===== config.mk =====
export PLATFORM = sky130hd
export DESIGN_NAME = conv3_quant_pack
export DESIGN_NICKNAME = d
export VERILOG_FILES = /design/src/rtl/conv3_pkg.sv /design/src/rtl/conv3_word_fifo.sv /design/src/rtl/conv3_quant_pack.sv
export SDC_FILE = /design/constraint.sdc
export NUM_CORES = 1
export LEC_CHECK = 0
export ABC_AREA = 1
export CAP_MARGIN = 20
export CORE_MARGIN = 2
export CORE_UTILIZATION = 60
export CTS_CLUSTER_DIAMETER = 150
export DETAILED_ROUTE_END_ITERATION = 7
export PLACE_DENSITY = 0.81
export SYNTH_ARGS = -nofsm -noshare
export SYNTH_HDL_FRONTEND = slang
export SYNTH_SLANG_ARGS = --single-unit

===== constraint.sdc =====
create_clock -name CLK -period 4.05 [get_ports CLK]
set_input_delay 0.81 -clock CLK [delete_from_list [all_inputs] [get_ports CLK]]
set_output_delay 0.81 -clock CLK [all_outputs]
set_load 0.1 [all_outputs]

===== src/rtl/conv3_pkg.sv =====
// Shared widths, FSM encoding and lane-mask helper for the conv3 requantize/pack block.
// Imported by the top; the word FIFO stays generic and does not depend on it.
package conv3_pkg;

  localparam int ACC_W      = 28;
  localparam int BIAS_W     = 16;
  localparam int Q_W        = 8;
  localparam int LANES      = 4;
  localparam int FIFO_DEPTH = 4;
  localparam int WORD_W     = LANES * Q_W + LANES;

  typedef enum logic [1:0] {
    ST_IDLE  = 2'd0,
    ST_RUN   = 2'd1,
    ST_DRAIN = 2'd2
  } state_t;

  // Keep mask for a partial word holding n lanes (lanes 0..n-1 valid).
  function automatic logic [LANES-1:0] keep_mask(input logic [1:0] n);
    case (n)
      2'd1:    return 4'b0001;
      2'd2:    return 4'b0011;
      2'd3:    return 4'b0111;
      default: return 4'b0000;
    endcase
  endfunction

endpackage


===== src/rtl/conv3_word_fifo.sv =====
// Generic FIFO, registered count; read data is the head entry, visible the cycle after push.
// Push while full and pop while empty are ignored; head entry holds until popped.
module conv3_word_fifo #(
  parameter int W     = 36,
  parameter int DEPTH = 4
) (
  input  logic                       CLK,
  input  logic                       CLR_N,
  input  logic                       push,
  input  logic [W-1:0]               push_data,
  input  logic                       pop,
  output logic                       out_valid,
  output logic [W-1:0]               out_data,
  output logic [$clog2(DEPTH+1)-1:0] count
);

  localparam int PW = (DEPTH > 1) ? $clog2(DEPTH) : 1;
  localparam int CW = $clog2(DEPTH + 1);

  logic [W-1:0]  mem [DEPTH];
  logic [PW-1:0] wr_ptr;
  logic [PW-1:0] rd_ptr;
  logic          do_push;
  logic          do_pop;

  assign do_push = push & (count != CW'(DEPTH));
  assign do_pop  = pop & (count != '0);

  function automatic logic [PW-1:0] ptr_inc(input logic [PW-1:0] p);
    return (p == PW'(DEPTH - 1)) ? '0 : p + 1'b1;
  endfunction

  always_ff @(posedge CLK or negedge CLR_N) begin
    if (!CLR_N) begin
      wr_ptr <= '0;
      rd_ptr <= '0;
      count  <= '0;
      for (int i = 0; i < DEPTH; i++) begin
        mem[i] <= '0;
      end
    end else begin
      if (do_push) begin
        mem[wr_ptr] <= push_data;
        wr_ptr      <= ptr_inc(wr_ptr);
      end
      if (do_pop) begin
        rd_ptr <= ptr_inc(rd_ptr);
      end
      if (do_push && !do_pop) begin
        count <= count + 1'b1;
      end else if (do_pop && !do_push) begin
        count <= count - 1'b1;
      end
    end
  end

  assign out_valid = (count != '0);
  assign out_data  = mem[rd_ptr];

endmodule


===== src/rtl/conv3_quant_pack.sv =====
// conv3 requantizer: bias add, rounding shift, relu, int8 saturate, pack 4 lanes per word; 3-cycle latency.
// in_ready drops at 3 queued words or while draining a flush; the output word holds while out_valid & !out_ready.
module conv3_quant_pack
  import conv3_pkg::*;
(
  input  logic                 CLK,
  input  logic                 CLR_N,
  input  logic                 in_valid,
  output logic                 in_ready,
  input  logic [ACC_W-1:0]     in_data,
  input  logic [BIAS_W-1:0]    bias,
  input  logic [4:0]           shift,
  input  logic                 relu_en,
  input  logic                 flush,
  output logic                 out_valid,
  input  logic                 out_ready,
  output logic [LANES*Q_W-1:0] out_data,
  output logic [LANES-1:0]     out_keep
);

  localparam int SUM_W = ACC_W + 1;
  localparam int RND_W = ACC_W + 2;
  localparam logic signed [RND_W-1:0] Q_MAX = RND_W'(127);
  localparam logic signed [RND_W-1:0] Q_MIN = RND_W'(-128);

  state_t                    state;
  state_t                    state_nxt;
  logic                      run_q;
  logic                      accept;
  logic                      full_push;
  logic                      drain_done;
  logic                      push;
  logic [2:0]                fifo_count;
  logic [WORD_W-1:0]         push_word;
  logic [WORD_W-1:0]         fifo_dout;

  logic                      s1_vld;
  logic signed [SUM_W-1:0]   s1_sum;
  logic [3:0]                s1_shift;
  logic                      s1_relu;
  logic                      s2_vld;
  logic [Q_W-1:0]            s2_byte;

  logic [RND_W-1:0]          rnd;
  logic signed [RND_W-1:0]   rnd_sum;
  logic signed [RND_W-1:0]   shifted;
  logic [Q_W-1:0]            q_byte;

  logic [1:0]                lane_idx;
  logic [LANES-2:0][Q_W-1:0] lanes;

  // Pipeline never stalls: with <=2 words queued, in-flight bytes cannot complete two more words.
  assign in_ready = run_q & (fifo_count <= 3'd2) & (state != ST_DRAIN);
  assign accept   = in_valid & in_ready;

  always_ff @(posedge CLK or negedge CLR_N) begin
    if (!CLR_N) begin
      run_q <= 1'b0;
    end else begin
      run_q <= 1'b1;
    end
  end

  always_ff @(posedge CLK or negedge CLR_N) begin
    if (!CLR_N) begin
      s1_vld   <= 1'b0;
      s1_sum   <= '0;
      s1_shift <= '0;
      s1_relu  <= 1'b0;
    end else begin
      s1_vld <= accept;
      if (accept) begin
        s1_sum   <= {in_data[ACC_W-1], in_data} + {{(SUM_W-BIAS_W){bias[BIAS_W-1]}}, bias};
        s1_shift <= (shift > 5'd15) ? 4'd15 : shift[3:0];
        s1_relu  <= relu_en;
      end
    end
  end

  always_comb begin
    rnd = '0;
    if (s1_shift != 4'd0) begin
      rnd[s1_shift - 4'd1] = 1'b1;
    end
    rnd_sum = {s1_sum[SUM_W-1], s1_sum} + rnd;
    shifted = rnd_sum >>> s1_shift;
    q_byte  = shifted[Q_W-1:0];
    if (s1_relu && shifted[RND_W-1]) begin
      q_byte = '0;
    end else if (shifted > Q_MAX) begin
      q_byte = 8'h7F;
    end else if (shifted < Q_MIN) begin
      q_byte = 8'h80;
    end
  end

  always_ff @(posedge CLK or negedge CLR_N) begin
    if (!CLR_N) begin
      s2_vld  <= 1'b0;
      s2_byte <= '0;
    end else begin
      s2_vld <= s1_vld;
      if (s1_vld) begin
        s2_byte <= q_byte;
      end
    end
  end

  // Lane 3 never needs storage: it goes straight from stage 2 into the pushed word.
  assign full_push  = s2_vld & (lane_idx == 2'd3);
  assign drain_done = (state == ST_DRAIN) & ~s1_vld & ~s2_vld & (fifo_count <= 3'd3);
  assign push       = full_push | (drain_done & (lane_idx != 2'd0));
  assign push_word  = full_push ? {{LANES{1'b1}}, s2_byte, lanes}
                                : {keep_mask(lane_idx), {Q_W{1'b0}}, lanes};

  always_ff @(posedge CLK or negedge CLR_N) begin
    if (!CLR_N) begin
      lane_idx <= '0;
      lanes    <= '0;
    end else if (s2_vld) begin
      if (lane_idx == 2'd3) begin
        lane_idx <= '0;
        lanes    <= '0;
      end else begin
        lanes[lane_idx] <= s2_byte;
        lane_idx        <= lane_idx + 2'd1;
      end
    end else if (drain_done) begin
      lane_idx <= '0;
      lanes    <= '0;
    end
  end

  always_ff @(posedge CLK or negedge CLR_N) begin
    if (!CLR_N) begin
      state <= ST_IDLE;
    end else begin
      state <= state_nxt;
    end
  end

  always_comb begin
    state_nxt = state;
    case (state)
      ST_IDLE:  if (accept) state_nxt = flush ? ST_DRAIN : ST_RUN;
      ST_RUN:   if (flush) state_nxt = ST_DRAIN;
      ST_DRAIN: if (drain_done) state_nxt = ST_IDLE;
      default:  state_nxt = ST_IDLE;
    endcase
  end

  conv3_word_fifo #(
    .W     (WORD_W),
    .DEPTH (FIFO_DEPTH)
  ) u_fifo (
    .CLK       (CLK),
    .CLR_N     (CLR_N),
    .push      (push),
    .push_data (push_word),
    .pop       (out_valid & out_ready),
    .out_valid (out_valid),
    .out_data  (fifo_dout),
    .count     (fifo_count)
  );

  assign out_keep = fifo_dout[WORD_W-1 -: LANES];
  assign out_data = fifo_dout[LANES*Q_W-1:0];

endmodule


==> After elaboration in Yosys (flattened, before gate mapping) <==
Index checks and enable logic that the tools add are counted.
{ "classes": {"add_sub_neg": 8, "n_lt_le_gt_ge": 12, "eq_ne": 12, "shift": 1, "n_mux": 32, "n_bitwise": 16, "reduce_logical": 15} }
{ "ops": {"columns": ["cell", "n"], "rows": [
  ["bitwise mux 144 bit", 1],
  ["two-way mux 36 bit", 4],
  ["binary-select mux 36 bit (select 2 bit)", 1],
  ["demux 36 bit (select 2 bit)", 1],
  ["two-way mux 24 bit", 3],
  ["two-way mux 8 bit", 4],
  ["adder 30 bit", 1],
  ["> comparator 30 x 8 -> 1 bit (second input constant)", 1],
  ["< comparator 30 x 8 -> 1 bit (second input constant)", 1],
  [">>> shifter 30 x 4 -> 30 bit", 1],
  ["adder 28 x 16 -> 29 bit", 1],
  ["bitwise mux 24 bit", 1],
  ["demux 8 bit (select 2 bit)", 1],
  ["two-way mux 16 bit", 1],
  ["two-way mux 2 bit", 8],
  ["bitwise AND 1 bit", 11],
  ["equality test 2 bit (second input constant)", 5],
  ["one-hot mux 3 bit (3 select lines)", 1],
  ["!= test 2 bit (second input constant)", 4],
  ["adder 2 x 1 -> 2 bit (second input constant)", 3],
  [">= comparator 3 bit (second input constant)", 2],
  ["less-or-equal comparator 3 x 2 -> 1 bit (second input constant)", 2],
  ["logical AND 1 bit", 6],
  ["< comparator 4 x 6 -> 1 bit (second input constant)", 1],
  ["24 further kinds", 31]
]} }
{ "totals": {"register_bits": 224, "out_inout_bits": 38} }

==> Longest topological paths before layout <==
Gate-level depths: netlist (run 1).
{ "depth": {"ltp_word": 12, "mapped_depth": 33, "ltp_nobuf": 30} }

==> Modules after synthesis <==
From an unflattened synthesis (run 1), not the netlist that was laid out.
{ "unflattened": {"cells_unflattened": 2282, "hier_area_um2": 15653.8} }
{ "modules_own_cells": {"columns": ["module", "instances", "cells_each", "area_each_um2"], "rows": [
  ["conv3_quant_pack", 1, 1317, 8015.2],
  ["conv3_word_fifo", 1, 965, 7638.6]
]} }

==> Least setup slack after synthesis (run 1) <==
Ideal clock, no wire load.
{ "synth_path": {"kind": "reg2reg", "startpoint": "register u_fifo.count[2]", "endpoint": "register s1_shift[1]", "setup_time_ps": 83, "arrival_ps": 4174, "required_time_ps": 3967, "path_slack_ps": -207, "stages_incl_launch_ff": 9, "n_path_buf": 1, "period_less_slack_ps": 4257, "cell_sequence": "dfrtp_1 -> inv_1 -> nand2_1 -> a211oi_1 -> nand2_1 -> inv_1 -> clkbuf_1 -> o21ai_0 -> o21ai_0"} }
{ "synth_via": {"elab_chain_len": 4} }
{ "synth_lines": {"columns": ["item", "line", "text"], "rows": [
  ["from (decl)", "conv3_word_fifo.sv:14", "output logic [$clog2(DEPTH+1)-1:0] count"],
  ["from (signal assigned)", "conv3_word_fifo.sv:50", "count <= count + 1'b1;"],
  ["from (signal assigned)", "conv3_word_fifo.sv:52", "count <= count - 1'b1;"],
  ["less-or-equal comparator 3 x 2 -> 1 bit", "conv3_quant_pack.sv:53", "assign in_ready = run_q & (fifo_count <= 3'd2) & (state != ST_DRAIN);"],
  ["bitwise AND 1 bit (2 in series)", "conv3_quant_pack.sv:53", null],
  ["via in_ready", "conv3_quant_pack.sv:9", "output logic in_ready,"],
  ["bitwise AND 1 bit", "conv3_quant_pack.sv:54", "assign accept = in_valid & in_ready;"],
  ["to (signal assigned)", "conv3_quant_pack.sv:74", "s1_shift <= (shift > 5'd15) ? 4'd15 : shift[3:0];"],
  ["to (decl)", "conv3_quant_pack.sv:39", "logic [3:0] s1_shift;"]
]} }
The timed path passes the listed nets, and every way through them passes these cells.
A chain may end at the register's enable or synchronous reset.

==> Final worst setup path (run 1) <==
{ "layout_path": {"startpoint": "register s1_shift[3]", "endpoint": "register s2_byte[2]"} }
{ "layout_via": {"elab_chain_len": 12, "elab_cells_between_ends": 16, "cone_classes": "2 x add/sub; 4 x order compare; 1 x shift; 6 x mux; 3 x reduce/logical"} }
{ "layout_lines": {"columns": ["item", "line", "text"], "rows": [
  ["subtractor 4 x 1 -> 4 bit", "conv3_quant_pack.sv:83", "rnd[s1_shift - 4'd1] = 1'b1;"],
  ["< comparator 4 x 6 -> 1 bit (not written as such) / >= comparator 4 x 1 -> 1 bit (equally long branches)", "conv3_quant_pack.sv:83", null],
  ["logical AND 1 bit (not written as such)", "conv3_quant_pack.sv:83", null],
  ["two-way mux 1 bit (not written as such)", "conv3_quant_pack.sv:83", null],
  ["demux 1 bit (select 4 bit)", "conv3_quant_pack.sv:83", null],
  ["two-way mux 16 bit", "conv3_quant_pack.sv:82", "if (s1_shift != 4'd0) begin"],
  ["adder 30 bit", "conv3_quant_pack.sv:85", "rnd_sum = {s1_sum[SUM_W-1], s1_sum} + rnd;"],
  [">>> shifter 30 x 4 -> 30 bit *", "conv3_quant_pack.sv:86", "shifted = rnd_sum >>> s1_shift;"],
  ["< comparator 30 x 8 -> 1 bit", "conv3_quant_pack.sv:92", "end else if (shifted < Q_MIN) begin"],
  ["two-way mux 8 bit", "conv3_quant_pack.sv:92", null],
  ["two-way mux 8 bit", "conv3_quant_pack.sv:90", "end else if (shifted > Q_MAX) begin"],
  ["two-way mux 8 bit *", "conv3_quant_pack.sv:88", "if (s1_relu && shifted[RND_W-1]) begin"],
  ["to (signal assigned)", "conv3_quant_pack.sv:104", "s2_byte <= q_byte;"],
  ["to (decl)", "conv3_quant_pack.sv:42", "logic [Q_W-1:0] s2_byte;"]
]} }
Every way passes the cells marked *; elsewhere a longest branch is shown, timed or not.

==> flow_summary_export.csv, run 1 <==
group,metric,value,unit
run_status,status,"complete, no violations",
detailed_routing,antenna_left,0,
detailed_routing,drtIter0Drc,1427,
detailed_routing,drcViolationCount,0,
synthesis,synthTopCellsByArea,"dfrtp_1 39%, nand2_1 15%, o21ai_0 9.5%",
synthesis,synth_commonest_cells,"574 x nand2_1, 273 x o21ai_0, 224 x dfrtp_1",
worst_hold_path,holdCritPathClass,"in -> async",
detailed_routing,finalWirelength,37600,um
layout,syn2layout_area_growth,13.5,%
sta,whs,0.368,ns
cts,cts-root-buf,"clkbuf_16",
floorplan,die-area,25100,um2
detailed_routing,wl_per_cell,15.7,um
power,cellLeakagePower,8.06,nW
layout,diodes,0,
global_route,grt_pass1_wl,62200,um
sta,finalSetupTns,0,ns
sta,post-route-period-util,89.3,%
global_route,grt_remaining_overflow,0,
global_route,grtUsageMet1,37.0,%
cts,clk_transition_reported_paths,0.06,ns
worst_setup_path,endpoint_kind,"flop",
sta,setup_viol,0,
worst_setup_path,cp-start-kind,"flop",
cts,numCtsBuffers,24,
sta,fin_skew,0.0162,ns
cts,cts_tree,"built",
global_route,antenna_found_initial,0,
cts,clk_path_buf_depth,3,
sta,hold_violations,0,
run,cap_viol_max_count,0,
synthesis,synth_top_flop_cell,"dfrtp_1",
cts,clock-sinks,224,
power,vdd_ir_drop_max,546,uV
layout,drive_above_1_share,9.46,%
worst_setup_path,crit_top_cell,"nand2_1",
synthesis,synth_edf_count,0,
placed_design,portBuffers,92,
worst_setup_path,cp_max_fo,9,
worst_setup_path,cp_num_buf_inv,3,
global_route,grt_max_degree,103,
floorplan,die_w,158,um
placed_design,dp_hpwl,26600,um
synthesis,synth_seq_cells,224,
synthesis,post-synth-top-area-cell,"dfrtp_1",
global_route,grt_pass1_vias,13000,
worst_setup_path,worstPathRequired,4.47,ns
floorplan,fp-row-count,56,
synthesis,yosys_warnings,0,
cts,h-tree-depth,1,
cts,clock_latency,0.53,ns
worst_setup_path,slowest_delay,0.48,ns
floorplan,dieHeight,158,um
global_route,grt_use_met3,3.02,%
synthesis,yosysTopAreaCellShare,39.2,%
worst_setup_path,crit_type,"reg -> reg",
worst_setup_path,crit_arrival,4.03,ns
placed_design,dpl-instance-area,15400,um2
sta,tightestPinTransition,1.13,ns
layout,fin_nets,2167,
floorplan,ios,93,
synthesis,synth_area,14300,um2
global_route,grt_busiest_layer,"met2",
detailed_routing,viasPerCell,5.69,
placed_design,globalplace.congestion,0.981,
worst_setup_path,critPathTopFamily,"simple AND/OR/NAND/NOR gates",
sta,period_minus_slack,3.62,ns
global_route,use_met2,56.2,%
power,power_per_cell_area,813,nW/um2
synthesis,async_reset_ff_share,100,%
synthesis,post-synth-top-count-cell,"nand2_1",
floorplan,coreArea,23500,um2
detailed_routing,drt-pass1-iter-count,6,
sta,maxSlewViolCount,0,
global_route,track_usage,30.5,%
synthesis,syn_inst,1995,
synthesis,ys_seq_area_share,39.2,%
synthesis,synthDistinctLibCells,54,
floorplan,start_util,61.0,%
layout,final_cell_area,16200,um2
sta,timing.fmax,276,MHz
sta,rsz0062_at_grt,"no",
worst_setup_path,slowest_stage,"fa_1",
detailed_routing,vias,13600,
synthesis,syn_area_per_cell,7.17,um2
synthesis,synth_fp_nets,2108,
sta,slew_headroom,24.5,%
## registers in the layout (all words and copies together) (netlist names)
name           count
lane_idx           2
lanes             24
run_q              1
s1_relu            1
s1_shift           4
s1_sum            29
s1_vld             1
s2_byte            8
s2_vld             1
state              2
u_fifo.count       3
u_fifo.mem       144
u_fifo.rd_ptr      2
u_fifo.wr_ptr      2
## per-stage QoR
step / utilization [%] / total power, mW / setup slack, ns / std cells
finish: 69.2 / 13.2 / 0.433 / 2390
global route: 69.2 / 14.1 / 0.0214 / 2390
CTS: 69.1 / 13.2 / 0.459 / 2390
detailed placement: 65.7 / 10.9 / 0.171 / 2347
global placement: 65.7 / 10.8 / 0.293 / 2347
floorplan: - / 9.17 / 0.422 / 1995
## final cells by class
class                           instances  area, um2
Clock inverter                          5       65.1
Tap cell                              319        399
Fill cell                            1974       7230
Sequential cell                       224       5610
Timing Repair Buffer                  121       1070
Clock buffer                           38        733
Multi-Input combinational cell       1490       7630
Inverter                              193        724
## worst paths after layout
path,end,from,cells past startpoint,slack (ns)
worst max register to register,s2_byte[2],s1_shift[3],25,0.43
worst min register to register,s2_vld,s1_vld,0,0.43
worst min-delay path,u_fifo.mem[46],CLR_N,1,0.37
min in group CLK,s2_vld,s1_vld,0,0.43
worst max-delay path,s2_byte[2],s1_shift[3],25,0.43
max in group asynchronous,u_fifo.mem[96],CLR_N,2,2.67
## report_power, final
group / leakage [nW] / total [mW] / internal [mW] / switching, mW
clock: 0.394 / 2.19 / 1.30 / 0.891
sequential: 3.03 / 3.23 / 2.75 / 0.478
combinational: 4.64 / 7.78 / 2.19 / 5.59
## layer usage
metal  wire (um)  vias up
met5           0        -
met4        1410        0
met3        1590       95
met2       19100      400
met1       15500     6400
li1            -     6709
## timing repair
action,4_1_cts,5_1_grt
endpoints found under the setup margin,0,7
gates resized for setup,0,2
hold endpoints to repair,0,0
buffers inserted,0,0
hold buffers,0,0
## cell usage in the layout (no fill, tap or decap), types with 7 or more instances in the layout
master,Yosys,layout
a21oi_1,46,46
a31oi_1,9,9
buf_4,3,64
clkbuf_16,0,24
clkbuf_8,0,9
clkdlybuf4s50_1,0,54
clkinv_1,8,8
dfrtp_1,224,223
ha_1,55,55
inv_1,176,175
inv_2,9,10
nand2_1,574,571
nand2_2,20,23
nand3_1,164,163
nand3_2,26,27
nand4_1,23,23
nor2_1,132,131
nor2_2,10,11
nor3_1,7,7
o21ai_0,273,273
o21ai_1,7,7
o22ai_1,59,59
xnor2_1,16,16
xor2_1,15,15
## kinds of logic (layout without fill, tap and decap cells)
family / Yosys count / count (layout) / share of synthesized area [%]
xor gates and xnor gates: 31 / 31 / 1.90
and+or+nand+nor: 976 / 976 / 29.9
other: 2 / 2 / 0.0525
DFF: 224 / 224 / 39.2
muxes: 6 / 6 / 0.446
buffers and inverters: 281 / 357 / 7.62
adders and majority gates: 58 / 58 / 5.23
AOI/OAI and AO/OA: 417 / 417 / 15.7
Power figures use the tool's default switching activity.
==> run 2, diff against run 1 <==
CORE_ASPECT_RATIO = 1.5   (was default)
==> run 2 against run 1 <==
Compared with the run above: total power down 0.29%; largest power group unchanged; sequential power shrank 2%; utilization is 0.46 points lower; register-to-register slack lost 0.19 ns; clock skew grew 0.0046 ns; worst hold slack got worse by 0.047 ns; clock power decreased by 7%; sequential share of layout area is 0.091 points higher; first-iteration DRC count down 33%; highest routed layer unchanged.
==> flow_summary_export.csv, run 2 (synthesis gave the netlist of run 1 again) <==
group,metric,value,unit
layout,layout_commonest_cell,"nand2_1",
sta,timing.fmax,263,MHz
detailed_routing,drtIter0Drc,959,
global_route,grt_remaining_overflow,0,
global_route,track_usage,32.5,%
layout,syn2layout_area_growth,13.2,%
power,p_comb_share,60.5,%
cts,numCtsBuffers,22,
run,cap_viol_max_count,0,
worst_setup_path,slowest_delay,0.65,ns
power,p_seq_share,24.1,%
worst_setup_path,r2r_start,"s1_shift[0]",
sta,slew_headroom,34.9,%
worst_setup_path,slowest_stage,"dfrtp_1",
worst_setup_path,crit_type,"reg -> reg",
detailed_routing,finalWirelength,40300,um
floorplan,coreArea,23600,um2
cts,clock_latency,0.51,ns
detailed_routing,wl_per_cell,16.9,um
floorplan,start_util,60.7,%
global_route,grt_pass1_vias,13400,
detailed_routing,drt-pass1-iter-count,6,
power,p_clk_share,15.5,%
cts,cts_tree,"built",
sta,tightestPinTransition,0.976,ns
placed_design,dpl_worst_slack,0.225,ns
layout,final_cell_area,16200,um2
placed_design,dp_hpwl,29400,um
worst_setup_path,cp_max_fo,11,
power,cellLeakagePower,8.03,nW
worst_hold_path,holdCritPathClass,"in -> async",
detailed_routing,antenna_left,0,
power,p_total,13.2,mW
power,vdd_ir_drop_max,556,uV
placed_design,dpl-instance-area,15500,um2
detailed_routing,drcViolationCount,0,
worst_setup_path,crit_chain,"nor2_1, inv_1, nor3_1, ha_1, nand2_1, nor2_1, nand2_1, nor2_1, nand2_1, nand3_1, nand2_1, nand3_1, nand3_2, nand3_1, nand3_1, nand2_1, nand4_1, nor3_2, nand2_1, nand2_4, nand2_1, nand2_1, nand2_1",
power,power_per_cell_area,812,nW/um2
worst_setup_path,reg2reg_to,"s2_byte[6]",
run_status,status,"complete, no violations",
worst_setup_path,endpoint_kind,"flop",
floorplan,die-area,25100,um2
sta,rsz0062_at_grt,"no",
layout,largest-register,"u_fifo.mem",
detailed_routing,viasPerCell,5.77,
sta,maxSlewViolCount,0,
power,p_int,6.11,mW
sta,post-route-period-util,93.9,%
cts,h-tree-depth,1,
global_route,antenna_found_initial,0,
cts,clock-sinks,224,
floorplan,die_w,130,um
power,swShare,53.6,%
layout,drive_above_1_share,9.16,%
global_route,grt_pass1_wl,64900,um
placed_design,portBuffers,92,
floorplan,fp-row-count,69,
worst_setup_path,r2r_slack,0.25,ns
layout,fin_nets,2160,
global_route,grt_max_degree,124,
cts,cts-root-buf,"clkbuf_16",
worst_setup_path,cp_num_buf_inv,1,
layout,diodes,0,
worst_setup_path,crit_top_cell,"nand2_1",
floorplan,ios,93,
sta,fin_skew,0.0208,ns
cts,clk_path_buf_depth,3,
worst_setup_path,worstPathRequired,4.43,ns
worst_setup_path,critPathTopFamily,"simple AND/OR/NAND/NOR gates",
worst_setup_path,cp-start-kind,"flop",
sta,hold_violations,0,
worst_setup_path,crit_arrival,4.18,ns
layout,reg_top3,"u_fifo.mem: 144 flops, s1_sum: 29 flops, lanes: 24 flops",
detailed_routing,vias,13700,
placed_design,globalplace.congestion,0.987,
floorplan,dieHeight,193,um
cts,clk_transition_reported_paths,0.06,ns
layout,largest_reg_flops,144,
sta,finalSetupTns,0,ns
layout,layout_common_cells,"571 x nand2_1, 272 x o21ai_0, 223 x dfrtp_1",
power,p_sw,7.05,mW
sta,fin_ws,0.247,ns
sta,setup_viol,0,
worst_setup_path,rr_worst_depth,23,
sta,period_minus_slack,3.80,ns
## run 2: worst max path at each step
stage | from | endpoint | cells after the start
2_1_floorplan | s1_shift[3] | s2_byte[0] | 28
3_3_place_gp | in_data[0] | s1_sum[26] | 21
3_5_place_dp | in_data[0] | s1_sum[26] | 21
4_1_cts | s1_shift[0] | s2_byte[6] | 23
5_1_grt | s1_shift[0] | s2_byte[6] | 25
6_report | s1_shift[0] | s2_byte[6] | 23
## run 2: power by group through the flow
stage                     registers [mW]  clock network [mW]  logic [mW]
final                               3.17                2.03        7.96
after global placement              3.16                   0        7.78
after floorplan                     3.04                   0        6.13
after detailed placement            3.18                   0        7.86
after CTS                           3.15                2.06        7.90
after global routing                3.22                2.15        8.66
## run 2: what timing repair did
item / 4_1_cts / 5_1_grt
buffers inserted: 0 / 0
gates resized for setup: 0 / 2
hold buffers: 0 / 0
setup endpoints to repair: 0 / 1
## run 2: per-layer routing
metal | part of all wire (%) | track usage, % | up-vias
li1 | - | - | 6690
met1 | 36 | 34.1 | 6457
met2 | 53 | 61.5 | 435
met3 | 3.8 | 2.70 | 155
met4 | 7.3 | 20.9 | 0
met5 | 0 | 0 | -
## run 2: metrics by stage
stage	hold slack, ns	utilization, %	cells
global placement	0.394	65.6	2342
floorplan	0.375	-	1995
detailed placement	0.397	65.6	2342
finish	0.321	68.7	2382
CTS	0.411	68.7	2382
global route	0.431	68.7	2382
## run 2: worst reg2reg max path, stage by stage, from the launching register on
cell and delay (ns):
dfrtp_1 0.65, nor2_1 0.13, inv_1 0.16, nor3_1 0.08, ha_1 0.37, nand2_1 0.11, nor2_1 0.22, nand2_1 0.10
nor2_1 0.11, nand2_1 0.20, nand3_1 0.17, nand2_1 0.08, nand3_1 0.12, nand3_2 0.11, nand3_1 0.17, nand3_1 0.14
nand2_1 0.13, nand4_1 0.10, nor3_2 0.13, nand2_1 0.11, nand2_4 0.10, nand2_1 0.06, nand2_1 0.06, nand2_1 0.06
## run 2: area by class of cell
type                    instances  area, um2
clock inverters                10       88.8
fillers                      2034       7370
well taps                     319        399
multi-input cells            1490       7630
inverters                     193        728
flip-flops and latches        224       5610
repair buffers                116       1110
clock buffers                  30        632
